<file path="src/rtl/mem_access_stage_pkg.sv">
// Shared types and constants for the MEM pipeline stage and its neighbouring pipeline registers.
package mem_access_stage_pkg;

   typedef enum logic [0:0] {
      ST_IDLE = 1'b0,
      ST_DONE = 1'b1
   } mem_state_e;

   localparam logic [31:0] ERR_DATA_DEFAULT = 32'hDEAD_BEEF;

   // Control bundle carried through ID/EX, EX/MEM and MEM/WB.
   typedef struct packed {
      logic reg_write;
      logic mem_to_reg;
      logic mem_read;
      logic mem_write;
   } pipe_ctrl_t;

   function automatic logic is_mem_op(input pipe_ctrl_t c);
      return c.mem_read | c.mem_write;
   endfunction

endpackage

</file>
<file path="src/rtl/mem_timeout_ctr.sv">
// Wait-cycle counter for a pending data-memory request; tc flags the last permitted cycle.
module mem_timeout_ctr #(
   parameter int unsigned TIMEOUT = 16
) (
   input  logic clk,
   input  logic rst,
   input  logic clr,
   input  logic en,
   output logic tc
);

   localparam int unsigned CW = (TIMEOUT > 1) ? $clog2(TIMEOUT) : 1;

   logic [CW-1:0] cnt_q, cnt_d;

   always_comb begin
      cnt_d = cnt_q;
      if (clr) begin
         cnt_d = '0;
      end else if (en) begin
         cnt_d = cnt_q + CW'(1);
      end
   end

   always_ff @(posedge clk or negedge rst) begin
      if (!rst) begin
         cnt_q <= '0;
      end else begin
         cnt_q <= cnt_d;
      end
   end

   assign tc = (cnt_q == CW'(TIMEOUT - 1));

endmodule

</file>
<file path="src/rtl/mem_access_stage.sv">
// EX/MEM pipeline register plus the data-memory access FSM; stalls upstream while a request is open.
module mem_access_stage
   import mem_access_stage_pkg::*;
#(
   parameter int unsigned TIMEOUT  = 16,
   parameter logic [31:0] ERR_DATA = ERR_DATA_DEFAULT
) (
   input  logic        clk,
   input  logic        rst,
   input  logic        EX_RegWrite_in,
   input  logic        EX_MemtoReg_in,
   input  logic        EX_MemRead_in,
   input  logic        EX_MemWrite_in,
   input  logic [31:0] EX_alu_out_in,
   input  logic [31:0] EX_wd_in,
   input  logic [4:0]  EX_rfile_wn_in,
   output logic        stall,
   output logic        dmem_req,
   output logic        dmem_we,
   output logic [31:0] dmem_addr,
   output logic [31:0] dmem_wdata,
   input  logic        dmem_ack,
   input  logic [31:0] dmem_rdata,
   output logic        MEM_RegWrite_out,
   output logic        MEM_MemtoReg_out,
   output logic [31:0] MEM_RD_out,
   output logic [31:0] MEM_alu_out_out,
   output logic [4:0]  MEM_rfile_wn_out,
   output logic        mem_err
);

   pipe_ctrl_t  ctrl_q, ctrl_d;
   logic [31:0] alu_q, alu_d;
   logic [31:0] wd_q, wd_d;
   logic [4:0]  wn_q, wn_d;
   mem_state_e  state_q, state_d;
   logic [31:0] rd_q, rd_d;
   logic        err_q, err_d;

   logic busy;
   logic tc;
   logic ack_hit;
   logic timeout_hit;
   logic is_store;

   assign busy        = (state_q == ST_IDLE) && is_mem_op(ctrl_q);
   assign ack_hit     = busy & dmem_ack;
   assign timeout_hit = busy & ~dmem_ack & tc;
   // MemRead together with MemWrite is treated as a store.
   assign is_store    = ctrl_q.mem_write;

   mem_timeout_ctr #(
      .TIMEOUT(TIMEOUT)
   ) u_timeout_ctr (
      .clk(clk),
      .rst(rst),
      .clr(~busy | dmem_ack | tc),
      .en (busy & ~dmem_ack),
      .tc (tc)
   );

   always_comb begin
      ctrl_d  = ctrl_q;
      alu_d   = alu_q;
      wd_d    = wd_q;
      wn_d    = wn_q;
      state_d = state_q;
      rd_d    = rd_q;
      err_d   = err_q;

      if (!busy) begin
         ctrl_d.reg_write  = EX_RegWrite_in;
         ctrl_d.mem_to_reg = EX_MemtoReg_in;
         ctrl_d.mem_read   = EX_MemRead_in;
         ctrl_d.mem_write  = EX_MemWrite_in;
         alu_d             = EX_alu_out_in;
         wd_d              = EX_wd_in;
         wn_d              = EX_rfile_wn_in;
      end

      case (state_q)
         ST_IDLE: begin
            if (ack_hit || timeout_hit) begin
               state_d = ST_DONE;
            end
         end
         ST_DONE: state_d = ST_IDLE;
         default: state_d = ST_IDLE;
      endcase

      if (ack_hit && !is_store) begin
         rd_d = dmem_rdata;
      end
      if (timeout_hit) begin
         if (!is_store) begin
            rd_d = ERR_DATA;
         end
         err_d = 1'b1;
      end
   end

   always_ff @(posedge clk or negedge rst) begin
      if (!rst) begin
         ctrl_q  <= '0;
         alu_q   <= '0;
         wd_q    <= '0;
         wn_q    <= '0;
         state_q <= ST_IDLE;
         rd_q    <= '0;
         err_q   <= 1'b0;
      end else begin
         ctrl_q  <= ctrl_d;
         alu_q   <= alu_d;
         wd_q    <= wd_d;
         wn_q    <= wn_d;
         state_q <= state_d;
         rd_q    <= rd_d;
         err_q   <= err_d;
      end
   end

   assign stall            = busy;
   assign dmem_req         = busy;
   assign dmem_we          = busy & is_store;
   assign dmem_addr        = alu_q;
   assign dmem_wdata       = wd_q;
   // Bubble into MEM/WB while the access is outstanding.
   assign MEM_RegWrite_out = ctrl_q.reg_write & ~busy;
   assign MEM_MemtoReg_out = ctrl_q.mem_to_reg & ~busy;
   assign MEM_RD_out       = rd_q;
   assign MEM_alu_out_out  = alu_q;
   assign MEM_rfile_wn_out = wn_q;
   assign mem_err          = err_q;

endmodule
</file>
<file path="config.mk">
export PLATFORM = sky130hd
export DESIGN_NAME = mem_access_stage
export DESIGN_NICKNAME = d
export VERILOG_FILES = /design/src/rtl/mem_access_stage_pkg.sv /design/src/rtl/mem_timeout_ctr.sv /design/src/rtl/mem_access_stage.sv
export SDC_FILE = /design/constraint.sdc
export NUM_CORES = 1
export LEC_CHECK = 0
export ABC_CLOCK_PERIOD_IN_PS = 2000
export BUFFER_PORTS_ARGS = -buffer_cell sky130_fd_sc_hd__buf_2
export CAP_MARGIN = 0
export CORE_ASPECT_RATIO = 1.25
export CORE_MARGIN = 2
export CORE_UTILIZATION = 45
export CTS_CLUSTER_SIZE = 16
export DETAILED_ROUTE_END_ITERATION = 12
export PLACE_DENSITY_LB_ADDON = 0.08
export REMOVE_ABC_BUFFERS = 1
export SYNTH_ARGS = -nofsm -noshare
export SYNTH_HDL_FRONTEND = slang
export SYNTH_SLANG_ARGS = --single-unit
</file>
<file path="constraint.sdc">
create_clock -name clk -period 2 [get_ports clk]
set_clock_uncertainty 0.2 [all_clocks]
set_input_delay 0.4 -clock clk [delete_from_list [all_inputs] [get_ports clk]]
set_output_delay 0.4 -clock clk [all_outputs]
set_load 0.01 [all_outputs]
</file>
==> results.md <==
| Stage | Quantity | Reported |
| --- | --- | --- |
| status | Run status | finished, final reports clean |
| sta | Period utilization | 0.977 |
| floorplanning | Vertical die dimension | 119 um |
| grt | Number of global-route vias before repair | 3209 |
| flow run | Max Cap Violations | 0 |
| setup path | Startpoint of the worst register-to-register path | u_timeout_ctr.cnt_q[0] |
| final layout | Most frequent standard cell in the layout excluding fill and tap cells | sky130_fd_sc_hd__buf_2 |
| setup path | Type of the setup path with the least slack | reg2out |
| setup path | Capturing element type of the critical path | output port |
| drt | Number of optimization iterations in the first detailed-route pass | 4 |
| floorplanning | I/O pin total | 247 |
| min path | Depth of the worst hold-timing path | 3 |
| min path | Class of the tightest hold or removal check | in2reg |
| floorplanning | Horiz. Die Dim | 95.6 um |
| setup path | Worst-case reg-to-reg path depth | 5 |
| final layout | Area used by sequential logic in the layout | 2780 sq um |
| cts | Clock slew at reported path FFs | 60 ps |
| yosys | Post-synthesis sequential area ratio | 0.588 |
| setup path | Critical-path cell with the highest stage delay | sky130_fd_sc_hd__dfrtp_1 |
| cts | Clock Tree Root | sky130_fd_sc_hd__clkbuf_16 |
| final layout | Filler Cells Inserted | 833 |
| sta | Max Clock Freq | 512 MHz |
| grt | Initial antenna violation count | 0 |
| power and ir drop | Highest ir drop seen on vdd | 0.787 mV |
| final layout | Finished Core Util | 0.619 |
| final layout | Leading cell types in the layout, fill and taps excluded | sky130_fd_sc_hd__buf_2 (243), sky130_fd_sc_hd__dfrtp_1 (110), sky130_fd_sc_hd__mux2_4 (71), sky130_fd_sc_hd__o22a_1 (24), sky130_fd_sc_hd__buf_4 (11) |
| floorplanning | Floorplan die area | 11300 sq um |
| grt | Total congestion overflow after global routing | 0 |
| sta | Hold Violations, Final | 0 |
| place | Number of placed instances with taps included | 629 |
| drt | Iteration-0 DRC Markers | 74 |
| setup path | Chain of cells forming the critical path | o21bai_4 > buf_12 > and2_4 > buf_6 |
| sta | RSZ-0062 raised after global routing | yes |
| final layout | Multi-input logic area | 1590 sq um |
| setup path | Buffers & Inverters on Critical Path | 2 |
| drt | Via/cell ratio | 4.77 |
| drt | DR vias | 3126 |
| final layout | Ant diodes | 0 |
| power and ir drop | Fraction of power consumed by sequential logic | 0.365 |
| setup path | Largest stage delay on the critical path | 410 ps |
| yosys | Fraction of post-synthesis cell area in the top cell type by area | 0.588 |
| power and ir drop | Internal Pwr Total | 7280 uW |
| drt | Avg WL per Cell | 16.1 um |
| grt | Wire length of the first global-routing pass | 16300 um |
| yosys | Area contributors post-synth | sky130_fd_sc_hd__dfrtp_1 (59%), sky130_fd_sc_hd__mux2_4 (23%), sky130_fd_sc_hd__buf_4 (5.4%) |
| yosys | Number of distinct library cells after synthesis | 28 |
| sta | Relative slew slack | 0.680 |
| place | Last weighted congestion value of the routability-driven placer | 0.780 |
| power and ir drop | Switching pwr | 3730 uW |
| final layout | Number of nets at the end of the flow | 630 |
| power and ir drop | Combinational fraction of design power | 0.479 |
| setup path | Startpoint class of the critical path | flip-flop |
| power and ir drop | Leakage power figure | 0.00327 uW |
| sta | Tightest Pin Transition | 479 ps |
| sta | Number of pins with negative max-slew slack in the final report | 0 |
| yosys | Yosys Warn Count | 0 |
| floorplanning | Total number of placement rows | 41 |
| place | Estimated wirelength of the detail-placed design | 7610 um |
| setup path | Crit-path max FO | 6 |
| yosys | Number of synthesized register bits | 111 |
| cts | Number of levels in the clock H-tree | 3 |
| setup path | Worst Path Arrival | 1350 ps |
| setup path | CP top delay family | flip-flops |
| min path | Worst Hold Path EP | is_store |
| final layout | Proportion of layout cells with a drive suffix above 1 | 0.679 |
| place | Quantity of I/O buffers inserted on ports | 246 |
| setup path | Register-to-Register Setup Slack | 140 ps |
| cts | Maximum root-to-sink buffer count | 2 |
| grt | Overall track demand over capacity in global routing | 0.187 |
| cts | CTS sink count | 111 |
| min path | Worst hold path startpoint | EX_MemWrite_in |
| drt | Remaining antenna violation count after routing | 0 |
| final layout | Post-layout instance count excluding filler cells | 655 |
| floorplanning | Initial Util | 0.465 |
| sta | Final period demand of the worst path | 1950 ps |
| floorplanning | Area of the placeable core | 10200 sq um |
| yosys | Average instance area after synthesis | 16.1 sq um |
| final layout | Area growth syn-to-layout | 33.2% |
| yosys | Mapped Cells | 293 |
| drt | Drc violations | 0 |
| cts | Clock tree from TritonCTS | yes |
| sta | Final-report setup violation count | 0 |
| grt | Pin count of the biggest net entering global routing | 35 |
| power and ir drop | Sw Ratio | 0.339 |
| power and ir drop | Clock power share | 0.156 |
| yosys | Largest area contributor in the netlist | sky130_fd_sc_hd__dfrtp_1 |
| power and ir drop | Power per standard cell area | 1750 nW/um^2 |
| drt | Wirelength, routed | 10500 um |
| cts | Clock buffers created by TritonCTS | 9 |
| cts | Clock Latency Late Sink | 330 ps |
| setup path | Reg-to-reg critical path endpoint | MEM_RD_out[12] |
| yosys | Post-synthesis cell area | 4720 sq um |
| setup path | Data required time of the worst path | 1400 ps |
layout make-up:
| class | count | area share |
|---|---|---|
| Sequential cell | 111 | 0.442 |
| Multi-Input combinational cell | 133 | 0.252 |
| Timing Repair Buffer | 264 | 0.234 |
| Clock buffer | 13 | 0.0382 |
| Tap cell | 129 | 0.0257 |
| Clock inverter | 3 | 0.00696 |
| Inverter | 2 | 0.00119 |
power groups by stage:
stage	registers (uW)	clock network, uW	logic [uW]
after floorplan	4360	0	1990
after global placement	4040	0	5070
after detailed placement	4040	0	5150
after CTS	4060	1770	5220
after global routing	4170	1860	5680
final	4020	1720	5280
flip-flops by register name (all words and copies together), names as in the netlist, named ones only:
| signal | cells |
|---|---|
| MEM_alu_out_out | 32 |
| state_q | 1 |
| u_timeout_ctr.cnt_q | 4 |
| MEM_rfile_wn_out | 5 |
| ctrl_q | 3 |
| dmem_wdata | 32 |
| mem_err | 1 |
| is_store | 1 |
| MEM_RD_out | 31 |
cells by family (layout without fill, tap and decap cells):
logic type	after synthesis	count (layout)	synth area share
buffers and inverters	50	282	0.0835
AO/OA/AOI/OAI	38	38	0.0686
flip-flops	111	111	0.588
XOR/XNOR	1	1	0.00186
adder cells (fa/ha/maj)	1	1	0.00265
AND/OR/NAND/NOR	21	22	0.0294
multiplexers	71	71	0.226
per-layer routing:
metal  up-vias  global-route usage  wire length [um]
met5         -                   0                 0
met4         0              0.0750               145
met3         9              0.0389               945
met2       160               0.311              5220
met1      1506               0.236              4220
li1       1451                   -                 -
worst max path at each step:
stage                            from               end  slack, ps  depth (start not counted)
2_1_floorplan                is_store          dmem_req      -5570                          2
3_3_place_gp   u_timeout_ctr.cnt_q[0]    MEM_RD_out[25]         10                          4
3_5_place_dp   u_timeout_ctr.cnt_q[0]    MEM_RD_out[12]        -70                          4
4_1_cts                      is_store  MEM_MemtoReg_out        -40                          4
5_1_grt                       state_q  MEM_MemtoReg_out         -3                          4
6_report                      state_q  MEM_MemtoReg_out         50                          4
synthesized netlist by cell type, drive strengths merged:
| library cell | instances |
|---|---|
| dfrtp | 111 |
| nand2b | 2 |
| and2 | 3 |
| o21bai | 1 |
| clkbuf | 1 |
| a22o | 8 |
| xnor2 | 1 |
| nor3b | 1 |
| a21oi | 1 |
| and3 | 1 |
| nor3 | 2 |
| nor4b | 1 |
| nor4 | 2 |
| ha | 1 |
| o22a | 24 |
| a31oi | 2 |
| nor2 | 3 |
| buf | 47 |
| o21ai | 1 |
| inv | 2 |
| a21o | 1 |
| nand2 | 6 |
| mux2 | 71 |
worst min-delay path: stages:
cell                      delay, ps
sky130_fd_sc_hd__buf_2           80
sky130_fd_sc_hd__nand2_1         40
sky130_fd_sc_hd__nand2_1         60
through the flow:
step	TNS [ps]	total power (uW)	hold WS (ps)	instance area, sq um	worst slack, ps
global route	-5.04	11700	79.0	6290	-2.58
detailed placement	-1160	9190	137	5880	-65.1
floorplan	-402400	6350	-95.6	4340	-5570
CTS	-69.1	11100	69.3	6220	-42.1
finish	0	11000	83.7	6290	46.2
global placement	0	9110	135	5880	11.6
repair_timing:
| action | CTS | global route |
|---|---|---|
| gates cloned | 1 | 0 |
| resized for setup | 2 | 7 |
| setup buffers | 3 | 5 |
| hold buffers | 1 | 0 |
| pin swaps | 0 | 2 |
| endpoints found under the hold margin | 20 | 0 |
| endpoints found under the setup margin | 28 | 10 |
Note: power is estimated with default switching activity, not from simulation.
